**src/rtl/aemb_uwb_arbiter_if.sv**
```systemverilog
`default_nettype none
// ============================================================================
//  Module   : aemb_uwb_arbiter_if
//  Brief    : Wishbone signal bundle for the aeMB unified-memory arbiter.
//             Holds the instruction master, data master and shared slave ports.
//  Revision : 1.0 - initial release
// ============================================================================
interface aemb_uwb_arbiter_if #(
  parameter int ASIZ = 16
);
  // instruction master
  logic [ASIZ-1:0] iwb_adr_i;
  logic            iwb_stb_i;
  logic [31:0]     iwb_dat_o;
  logic            iwb_ack_o;
  // data master
  logic [ASIZ-1:0] dwb_adr_i;
  logic [31:0]     dwb_dat_i;
  logic [3:0]      dwb_sel_i;
  logic            dwb_we_i;
  logic            dwb_stb_i;
  logic [31:0]     dwb_dat_o;
  logic            dwb_ack_o;
  // shared slave bus
  logic [ASIZ-1:0] wb_adr_o;
  logic [31:0]     wb_dat_o;
  logic [3:0]      wb_sel_o;
  logic            wb_stb_o;
  logic            wb_wre_o;
  logic [31:0]     wb_dat_i;
  logic            wb_ack_i;
  // status
  logic            arb_err_o;
  logic [1:0]      arb_gnt_o;

  // Arbiter view: receives both master requests and the slave response.
  modport slave (
    input  iwb_adr_i, iwb_stb_i,
    input  dwb_adr_i, dwb_dat_i, dwb_sel_i, dwb_we_i, dwb_stb_i,
    input  wb_dat_i, wb_ack_i,
    output iwb_dat_o, iwb_ack_o, dwb_dat_o, dwb_ack_o,
    output wb_adr_o, wb_dat_o, wb_sel_o, wb_stb_o, wb_wre_o,
    output arb_err_o, arb_gnt_o
  );

  // Environment view: drives master requests and slave responses.
  modport master (
    output iwb_adr_i, iwb_stb_i,
    output dwb_adr_i, dwb_dat_i, dwb_sel_i, dwb_we_i, dwb_stb_i,
    output wb_dat_i, wb_ack_i,
    input  iwb_dat_o, iwb_ack_o, dwb_dat_o, dwb_ack_o,
    input  wb_adr_o, wb_dat_o, wb_sel_o, wb_stb_o, wb_wre_o,
    input  arb_err_o, arb_gnt_o
  );
endinterface
`default_nettype wire

```
**src/rtl/aemb_uwb_arbiter.sv**
```systemverilog
`default_nettype none
// ============================================================================
//  Module   : aemb_uwb_arbiter
//  Brief    : Round-robin arbiter sharing one wishbone port between the aeMB
//             instruction and data masters, with a hung-slave watchdog.
//  Revision : 1.0 - initial release
// ============================================================================
module aemb_uwb_arbiter #(
  parameter int ASIZ = 16,
  parameter int TOUT = 255
) (
  input  wire logic         sys_clk_i,
  input  wire logic         sys_rst_i,
  aemb_uwb_arbiter_if.slave bus
);

  typedef enum logic [1:0] {
    IDLE = 2'b00,
    GI   = 2'b01,
    GD   = 2'b10
  } state_t;

  // Count value reached in the TOUT-th unacknowledged grant cycle.
  localparam logic [7:0] WD_LIM = 8'((TOUT == 0) ? 0 : TOUT - 1);

  state_t          state, state_nxt;
  logic            last, last_nxt;      // last granted master: 0 iwb, 1 dwb
  logic [7:0]      wd_cnt, wd_nxt;
  logic            gnt_i, gnt_d, stb_g, wd_expire, term;
  logic [ASIZ-1:0] adr_mux;

  // Grant decode, watchdog expiry and transaction termination.
  always_comb begin
    gnt_i     = (state == GI);
    gnt_d     = (state == GD);
    stb_g     = (gnt_i & bus.iwb_stb_i) | (gnt_d & bus.dwb_stb_i);
    wd_expire = (TOUT != 0) && stb_g && (wd_cnt == WD_LIM) && !bus.wb_ack_i;
    term      = stb_g & (bus.wb_ack_i | wd_expire);
  end

  // Next-state, round-robin bookkeeping and watchdog count.
  always_comb begin
    state_nxt = state;
    last_nxt  = last;
    case (state)
      IDLE: begin
        if (bus.iwb_stb_i && bus.dwb_stb_i) state_nxt = last ? GI : GD;
        else if (bus.iwb_stb_i)             state_nxt = GI;
        else if (bus.dwb_stb_i)             state_nxt = GD;
      end
      GI: begin
        if (term) begin
          last_nxt  = 1'b0;
          state_nxt = bus.dwb_stb_i ? GD : IDLE;
        end else if (!bus.iwb_stb_i) begin
          state_nxt = IDLE;   // withdrawal leaves the round-robin pointer alone
        end
      end
      GD: begin
        if (term) begin
          last_nxt  = 1'b1;
          state_nxt = bus.iwb_stb_i ? GI : IDLE;
        end else if (!bus.dwb_stb_i) begin
          state_nxt = IDLE;
        end
      end
      default: state_nxt = IDLE;
    endcase

    // Clear on any grant change or termination, otherwise saturate upwards.
    if ((state_nxt != state) || term)
      wd_nxt = 8'd0;
    else if ((gnt_i || gnt_d) && !bus.wb_ack_i && (wd_cnt != 8'hFF))
      wd_nxt = wd_cnt + 8'd1;
    else
      wd_nxt = wd_cnt;
  end

  // State, round-robin pointer and watchdog registers.
  always_ff @(posedge sys_clk_i) begin
    if (sys_rst_i) begin
      state  <= IDLE;
      last   <= 1'b0;
      wd_cnt <= 8'd0;
    end else begin
      state  <= state_nxt;
      last   <= last_nxt;
      wd_cnt <= wd_nxt;
    end
  end

  // Shared bus and master return paths, steered purely by the grant state.
  always_comb begin
    adr_mux      = '0;
    bus.wb_dat_o = 32'd0;
    bus.wb_sel_o = 4'h0;
    bus.wb_wre_o = 1'b0;
    bus.wb_stb_o = 1'b0;
    if (gnt_i) begin
      adr_mux      = bus.iwb_adr_i;
      bus.wb_sel_o = 4'hF;
      bus.wb_stb_o = bus.iwb_stb_i;
    end else if (gnt_d) begin
      adr_mux      = bus.dwb_adr_i;
      bus.wb_dat_o = bus.dwb_dat_i;
      bus.wb_sel_o = bus.dwb_sel_i;
      bus.wb_wre_o = bus.dwb_we_i;
      bus.wb_stb_o = bus.dwb_stb_i;
    end
    bus.wb_adr_o  = adr_mux;
    bus.iwb_ack_o = gnt_i & bus.iwb_stb_i & (bus.wb_ack_i | wd_expire);
    bus.dwb_ack_o = gnt_d & bus.dwb_stb_i & (bus.wb_ack_i | wd_expire);
    bus.iwb_dat_o = (gnt_i && !wd_expire) ? bus.wb_dat_i : 32'd0;
    bus.dwb_dat_o = (gnt_d && !wd_expire) ? bus.wb_dat_i : 32'd0;
    bus.arb_err_o = wd_expire;
    bus.arb_gnt_o = state;
  end

endmodule
`default_nettype wire

```
**src/flat_wrapper.sv**
```systemverilog
// flat-port wrapper written by rule: the top's interface ports become plain ports
module aemb_uwb_arbiter_flat 
#(
  parameter int ASIZ = 16,
  parameter int TOUT = 255
)
  (sys_clk_i, sys_rst_i, bus_iwb_adr_i, bus_iwb_stb_i, bus_dwb_adr_i, bus_dwb_dat_i, bus_dwb_sel_i, bus_dwb_we_i, bus_dwb_stb_i, bus_wb_dat_i, bus_wb_ack_i, bus_iwb_dat_o, bus_iwb_ack_o, bus_dwb_dat_o, bus_dwb_ack_o, bus_wb_adr_o, bus_wb_dat_o, bus_wb_sel_o, bus_wb_stb_o, bus_wb_wre_o, bus_arb_err_o, bus_arb_gnt_o);
  aemb_uwb_arbiter_if #(.ASIZ(ASIZ)) bus_i ();
  input  wire logic sys_clk_i;
  input  wire logic sys_rst_i;
  input wire logic [$bits(bus_i.iwb_adr_i)-1:0] bus_iwb_adr_i;
  input wire logic [$bits(bus_i.iwb_stb_i)-1:0] bus_iwb_stb_i;
  input wire logic [$bits(bus_i.dwb_adr_i)-1:0] bus_dwb_adr_i;
  input wire logic [$bits(bus_i.dwb_dat_i)-1:0] bus_dwb_dat_i;
  input wire logic [$bits(bus_i.dwb_sel_i)-1:0] bus_dwb_sel_i;
  input wire logic [$bits(bus_i.dwb_we_i)-1:0] bus_dwb_we_i;
  input wire logic [$bits(bus_i.dwb_stb_i)-1:0] bus_dwb_stb_i;
  input wire logic [$bits(bus_i.wb_dat_i)-1:0] bus_wb_dat_i;
  input wire logic [$bits(bus_i.wb_ack_i)-1:0] bus_wb_ack_i;
  output wire logic [$bits(bus_i.iwb_dat_o)-1:0] bus_iwb_dat_o;
  output wire logic [$bits(bus_i.iwb_ack_o)-1:0] bus_iwb_ack_o;
  output wire logic [$bits(bus_i.dwb_dat_o)-1:0] bus_dwb_dat_o;
  output wire logic [$bits(bus_i.dwb_ack_o)-1:0] bus_dwb_ack_o;
  output wire logic [$bits(bus_i.wb_adr_o)-1:0] bus_wb_adr_o;
  output wire logic [$bits(bus_i.wb_dat_o)-1:0] bus_wb_dat_o;
  output wire logic [$bits(bus_i.wb_sel_o)-1:0] bus_wb_sel_o;
  output wire logic [$bits(bus_i.wb_stb_o)-1:0] bus_wb_stb_o;
  output wire logic [$bits(bus_i.wb_wre_o)-1:0] bus_wb_wre_o;
  output wire logic [$bits(bus_i.arb_err_o)-1:0] bus_arb_err_o;
  output wire logic [$bits(bus_i.arb_gnt_o)-1:0] bus_arb_gnt_o;
  assign bus_i.iwb_adr_i = bus_iwb_adr_i;
  assign bus_i.iwb_stb_i = bus_iwb_stb_i;
  assign bus_i.dwb_adr_i = bus_dwb_adr_i;
  assign bus_i.dwb_dat_i = bus_dwb_dat_i;
  assign bus_i.dwb_sel_i = bus_dwb_sel_i;
  assign bus_i.dwb_we_i = bus_dwb_we_i;
  assign bus_i.dwb_stb_i = bus_dwb_stb_i;
  assign bus_i.wb_dat_i = bus_wb_dat_i;
  assign bus_i.wb_ack_i = bus_wb_ack_i;
  assign bus_iwb_dat_o = bus_i.iwb_dat_o;
  assign bus_iwb_ack_o = bus_i.iwb_ack_o;
  assign bus_dwb_dat_o = bus_i.dwb_dat_o;
  assign bus_dwb_ack_o = bus_i.dwb_ack_o;
  assign bus_wb_adr_o = bus_i.wb_adr_o;
  assign bus_wb_dat_o = bus_i.wb_dat_o;
  assign bus_wb_sel_o = bus_i.wb_sel_o;
  assign bus_wb_stb_o = bus_i.wb_stb_o;
  assign bus_wb_wre_o = bus_i.wb_wre_o;
  assign bus_arb_err_o = bus_i.arb_err_o;
  assign bus_arb_gnt_o = bus_i.arb_gnt_o;
  aemb_uwb_arbiter #(.ASIZ(ASIZ), .TOUT(TOUT)) u_core (.sys_clk_i(sys_clk_i), .sys_rst_i(sys_rst_i), .bus(bus_i));
endmodule
```
**config.mk**
```make
export PLATFORM = sky130hd
export DESIGN_NAME = aemb_uwb_arbiter_flat
export DESIGN_NICKNAME = d
export VERILOG_FILES = /design/src/rtl/aemb_uwb_arbiter_if.sv /design/src/rtl/aemb_uwb_arbiter.sv /design/src/flat_wrapper.sv
export SDC_FILE = /design/constraint.sdc
export NUM_CORES = 1
export LEC_CHECK = 0
export BUFFER_PORTS_ARGS = -buffer_cell sky130_fd_sc_hd__buf_2
export CORE_AREA = 2 2 88 90
export DETAILED_ROUTE_END_ITERATION = 10
export DIE_AREA = 0 0 90 92
export PLACE_DENSITY_LB_ADDON = 0.2
export SLEW_MARGIN = 20
export SYNTH_ARGS = -nofsm -noshare
export SYNTH_HDL_FRONTEND = slang
export SYNTH_SLANG_ARGS = --single-unit
export TNS_END_PERCENT = 5
```
**constraint.sdc**
```tcl
create_clock -name sys_clk_i -period 2.9 [get_ports sys_clk_i]
set_clock_uncertainty 0.1 [all_clocks]
set_input_delay 0.435 -clock sys_clk_i [delete_from_list [all_inputs] [get_ports sys_clk_i]]
set_output_delay 0.435 -clock sys_clk_i [all_outputs]
set_load 0.02 [all_outputs]
```
# After elaboration in Yosys (flattened, before gate mapping)
# Cells that the tools add are included.
[op_classes] n_reduce_logical=15 bitwise=7 n_eq_ne=7 n_mux=26 addsub=1
[ops] cell="$mux W32" n=4
[ops] cell="$mux W16" n=2
[ops] cell="$mux W2" n=9
[ops] cell="$add A8 B1 Y8 const B" n=1
[ops] cell="$eq A8 B8 Y1 const B" n=1
[ops] cell="$mux W4" n=2
[ops] cell="$ne A8 B8 Y1 const B" n=1
[ops] cell="$logic_and A1 B1 Y1" n=7
[ops] cell="$mux W1" n=7
[ops] cell="$pmux W2 S3" n=1
[ops] cell="$and A1 B1 Y1" n=5
[ops] cell="$ne A2 B2 Y1 const B" n=2
[ops] cell="$reduce_and A3 Y1" n=1
[ops] cell="$eq A2 B1 Y1 const B" n=1
[ops] cell="$eq A2 B2 Y1 const B" n=1
[ops] cell="$logic_not A1 Y1" n=2
[ops] cell="$logic_not A2 Y1" n=1
[ops] cell="$logic_or A1 B1 Y1" n=2
[ops] cell="$ne A2 B2 Y1" n=1
[ops] cell="$or A1 B1 Y1" n=2
[ops] cell="$pmux W1 S2" n=1
[ops] cell="$reduce_bool A2 Y1" n=1
[ops] cell="$reduce_or A2 Y1" n=1
[word_totals] output_inout_bits=123 elab_cells=59 register_bits=11

# Logic depth before layout (Yosys ltp)
[logic_depth] depth_word=12 depth_mapped=8 depth_no_buf=7

# Worst setup path after synthesis
# No wires, ideal clock.
[synth_path] path_type="flip-flop to output port" from="register u_core.state[1], in the netlist u_core.bus.arb_gnt_o[1]" to="output bus_iwb_dat_o[10]" required_ns=2.365 setup_slack_ns=0.240 path_stages_with_launch=9 path_buffers=2 arrival_ns=2.125 cell_sequence="dfxtp_1 inv_1 ha_1 buf_2 a22oi_1 nor3_2 nor2b_1 clkbuf_1 and2_1"
[synth_between] elab_chain_len=8 elab_cells_between_ends=10
[synth_rtl] element="start: declaration" line_no="aemb_uwb_arbiter.sv:26" rtl="state_t state, state_nxt;"
[synth_rtl] element="start signal: assignment" line_no="aemb_uwb_arbiter.sv:86" rtl="state <= state_nxt;"
[synth_rtl] element="$eq A2 B1 Y1 or $eq A2 B2 Y1 (tied branches)" line_no="aemb_uwb_arbiter.sv:34, aemb_uwb_arbiter.sv:35"
[synth_rtl] element="$and A1 B1 Y1" line_no="aemb_uwb_arbiter.sv:36" rtl="stb_g = (gnt_i & bus.iwb_stb_i) | (gnt_d & bus.dwb_stb_i);"
[synth_rtl] element="$or A1 B1 Y1 *" line_no="aemb_uwb_arbiter.sv:36"
[synth_rtl] element="$logic_and A1 B1 Y1 * (2 in a row)" line_no="aemb_uwb_arbiter.sv:37" rtl="wd_expire = (TOUT != 0) && stb_g && (wd_cnt == WD_LIM) && !bus.wb_ack_i;"
[synth_rtl] element="named net bus_arb_err_o" line_no="flat_wrapper.sv:29" rtl="output wire logic [$bits(bus_i.arb_err_o)-1:0] bus_arb_err_o;"
[synth_rtl] element="$logic_not A1 Y1 *" line_no="aemb_uwb_arbiter.sv:113" rtl="bus.iwb_dat_o = (gnt_i && !wd_expire) ? bus.wb_dat_i : 32'd0;"
[synth_rtl] element="$logic_and A1 B1 Y1 *" line_no="aemb_uwb_arbiter.sv:113"
[synth_rtl] element="$mux W32 *" line_no="aemb_uwb_arbiter.sv:113"
[synth_rtl] element="end: declaration" line_no="flat_wrapper.sv:20" rtl="output wire logic [$bits(bus_i.iwb_dat_o)-1:0] bus_iwb_dat_o;"
# The timed path passes the listed nets; every way through them passes the cells marked *.

# Worst setup path after layout
[layout_path] from="register u_core.state[1], in the netlist u_core.bus.arb_gnt_o[1]" to="output bus_wb_dat_o[25]"
[layout_between] elab_chain_len=3 elab_cells_between_ends=4
[layout_rtl] element="$eq A2 B2 Y1" line_no="aemb_uwb_arbiter.sv:35" rtl="gnt_d = (state == GD);"
[layout_rtl] element="$mux W32" line_no="aemb_uwb_arbiter.sv:103" rtl="end else if (gnt_d) begin"
[layout_rtl] element="$mux W32 *" line_no="aemb_uwb_arbiter.sv:99" rtl="if (gnt_i) begin"
[layout_rtl] element="end: declaration" line_no="flat_wrapper.sv:25" rtl="output wire logic [$bits(bus_i.wb_dat_o)-1:0] bus_wb_dat_o;"
# Mark *: on every way between the ends. The rest lies on a longest branch, timed or not.

==> key figures <==
Critical path
  • FF-to-FF End: u_core.wd_cnt[7]
  • Most common cell type on the critical path: buf_4
  • Class of the most critical setup path: flip-flop to output pin
  • Critical Path Slowest Stage Cell: dfxtp_1
  • Critical-path maximum fanout: between 40 and 50
  • Crit path cell chain: inv_1, ha_1, buf_4, nor2b_2, buf_4, and2_1, buf_2
  • Crit Reg-Reg Startpoint: u_core.bus.arb_gnt_o[1]
  • Setup slack of the worst register-to-register path: roughly 900 ps
  • Critical path's top delay family: buffers and inverters
  • Buffering stage count on the worst path with inverters included: 4
  • Data required time of the critical path: between 2000 and 2500 ps
  • Delay of the slowest critical-path stage: 480 ps
  • Element type at the critical path start: flip-flop
  • Arrival time of the worst setup path: around 2200 ps
  • Kind of end point of the critical path: output pin
  • Worst Reg2Reg Path Length in Cells: 7

Timing
  • Fin crit share: around 93%
  • RSZ-0062 raised after global routing: false
  • Worst slack on hold paths: around 320 ps
  • Worst slew pin tran: 365 ps
  • Slew Viols, Final: 0
  • TNS Setup: 0 ps
  • Worst-case headroom to the max-slew limit: 75.7%
  • Crit path time final: about 2700 ps
  • Number of setup violations in the final report: 0
  • F_max: about 370 MHz
  • Total count of hold-check failures in the final report: 0

GRT
  • Pin count of the biggest net entering global routing: 48
  • Global route total overflow: 0
  • Vias in the first global route: 2214
  • Wire length of the first global-routing pass: 11000 microns
  • GRT Overall Usage: between 10% and 20%
  • Initial antenna violation count: 0

Yosys
  • Yosys cell types: 36
  • XOR/XNOR share of the synthesized area: under 10%
  • Register bit total from synthesis: 11
  • Synthesized area per cell: around 7 sq um
  • Largest family of logic cells by synthesized area: simple AND/OR/NAND/NOR gates
  • Library cell with the largest summed area after synthesis: and2_1
  • Area share of and/or/nand/nor cells after synthesis: approximately half
  • Adder and majority gate portion of the synthesized area: between 4 and 5%
  • Synthesized cell area: 1650 sq um
  • Fraction of the mapped netlist area in compound gates: 22.7%
  • Synth top area share: between 30% and 40%
  • Warnings, synthesis: 0
  • Sequential-to-total area share from yosys stat: a little over an eighth
  • Number of nets in the synthesized netlist: 342
  • Synthesized instance count: 230
  • Top post-synthesis cells by area: and2_1 (37%), dfxtp_1 (13%), a22o_1 (8.5%)
  • Mux share of post-synthesis cell area: 0%

Die
  • Top Ports: around 230
  • Die Area: 8280 sq um
  • Floorplan core area: between 7000 and 8000 sq um
  • Die Width: roughly 90 microns
  • Initial standard-cell utilization of the core: ~22%
  • Row cnt: 32
  • Die Height: 92 microns

Routing
  • DRT Pass-1 Iters: 4
  • DRT Wirelength: approximately 7500 microns
  • Detail-routed via count per cell: between 4 and 5
  • Per-cell routed wire length: between 10 and 15 microns
  • Via count of the routed design: between 2k and 2.5k
  • DRT iter0 DRCs: 66
  • Drt drc: 0
  • Routed Antenna Nets: 0

Finish
  • Sequential standard cell area: 221 sq um
  • Commonest cells after routing, fill and taps aside: buf_2 (228), and2_1 (97), a22o_1 (16)
  • Area Growth Syn to Fin: 78.6%
  • Most common cell after layout, fill and taps aside: buf_2
  • Ant. Diodes: 0
  • Proportion of layout cells with a drive suffix above 1: around 55%
  • Layout net count: about 560
  • Area of the multi-input gates: roughly 1300 sq um
  • Fill cells: roughly 800

Clocking
  • CTS Hold Buffers Added: 0
  • CTS Root Cell: clkbuf_8
  • Clock sink total: 11
  • PostCTS Resize Cnt: 0
  • Number of H-tree levels: 1
  • Clock latency reported for the late side of the worst-skew pair: 240 ps
  • TritonCTS clock tree: yes
  • Clock Path Buffers: 2
  • Clock slew seen by the registers of the worst setup and hold paths: around 50 ps
  • Number of buffers created by CTS: 3
  • Post CTS Setup Buffer Count: 0

Power
  • Power density of the placed cells: 268 nW/um^2
  • Static leakage: roughly 1.8 nW
  • Peak supply drop: roughly 160 uV

Placement
  • Placed wire-length estimate after detailed placement: approximately 6300 microns
  • Number of buffers added on ports: 228
  • Weighted congestion at the end of routability-driven global placement: approximately 0.9

Hold path
  • Hold path cells: 2
  • Startpoint of the worst hold path: sys_rst_i
  • Sink of the worst hold path: u_core.last
  • HP Class: input port to flip-flop

Status
  • Status: completed

Flow run
  • Max-capacitance violation count: 0
## worst register-to-register path: stages (launching register included)
cell,delay [ps]
dfxtp_1,480
inv_1,110
ha_1,200
buf_4,230
o211ai_1,160
o21ai_2,80
a211o_4,390
nor3_2,170
## flip-flops by register name (all words and copies together) (netlist names)
register	count
u_core.wd_cnt	8
u_core.bus.arb_gnt_o	2
u_core.last	1
## routing by layer
layer	vias up	share of wire, %	GRT usage [%]
li1	1210	-	-
met1	1068	36	17.9
met2	131	54	32.0
met3	8	7.8	3.53
met4	0	1.6	3.21
met5	-	0	0
## per-stage QoR
step / worst slack, ps / power (mW) / area, sq um / instances / util [%]
after CTS: 178 / 0.799 / 2940 / 552 / 39.5
after global routing: 35.7 / 0.846 / 2950 / 552 / 39.6
after global placement: 473 / 0.636 / 2900 / 548 / 38.9
after detailed placement: 446 / 0.638 / 2900 / 548 / 38.9
after floorplan: 240 / 0.436 / 1650 / 230 / -
final: 204 / 0.789 / 2950 / 552 / 39.6
## area by class of cell
type	instances	area share, %
clock buffer	4	1.53
sequential	11	7.51
timing repair buffer	234	40.7
multi-input combinational	197	45.5
inverter	4	0.509
tap	102	4.33
## cell families after synthesis
logic type                 count (synthesis)
xor gates and xnor gates                   4
AOI/OAI and AO/OA                         44
DFF                                       11
adders and majority gates                  6
and+or+nand+nor                          143
buffers and inverters                     22
## synth_stat cells (all sizes together)
| master | instances |
|---|---|
| and2 | 97 |
| a22o | 16 |
| nor2 | 14 |
| clkbuf | 13 |
| dfxtp | 11 |
| nand2 | 8 |
| ha | 6 |
| buf | 5 |
| nor2b | 5 |
| o21ai | 5 |
| a211oi | 4 |
| a21o | 4 |
| a21oi | 4 |
| inv | 4 |
| nand3 | 4 |
| nand4 | 4 |
| nor3 | 4 |
| xor2 | 3 |
| a22oi | 2 |
| and4 | 2 |
| nand2b | 2 |
| nand3b | 2 |
| o211ai | 2 |
| o21a | 2 |
| a211o | 1 |
| a21bo | 1 |
| a21boi | 1 |
| a41oi | 1 |
| nor3b | 1 |
| o2111ai | 1 |
| xnor2 | 1 |
## how the worst max path moves through the flow
stage                                 start           endpoint  slack [ps]  depth (start not counted)
floorplan           u_core.bus.arb_gnt_o[1]  bus_iwb_dat_o[10]         240                          8
global route        u_core.bus.arb_gnt_o[1]    bus_wb_adr_o[1]          40                          7
detailed placement  u_core.bus.arb_gnt_o[1]   bus_wb_dat_o[24]         450                          7
finish              u_core.bus.arb_gnt_o[1]   bus_wb_dat_o[25]         200                          7
global placement    u_core.bus.arb_gnt_o[1]   bus_wb_dat_o[24]         470                          7
CTS                 u_core.bus.arb_gnt_o[1]   bus_wb_dat_o[24]         180                          7
## where the power goes
part | internal, mW | switching [mW]
registers | 0.155 | 0.00672
clock network | 0.0967 | 0.0598
logic | 0.194 | 0.277
(Power assumes the default switching activity.)
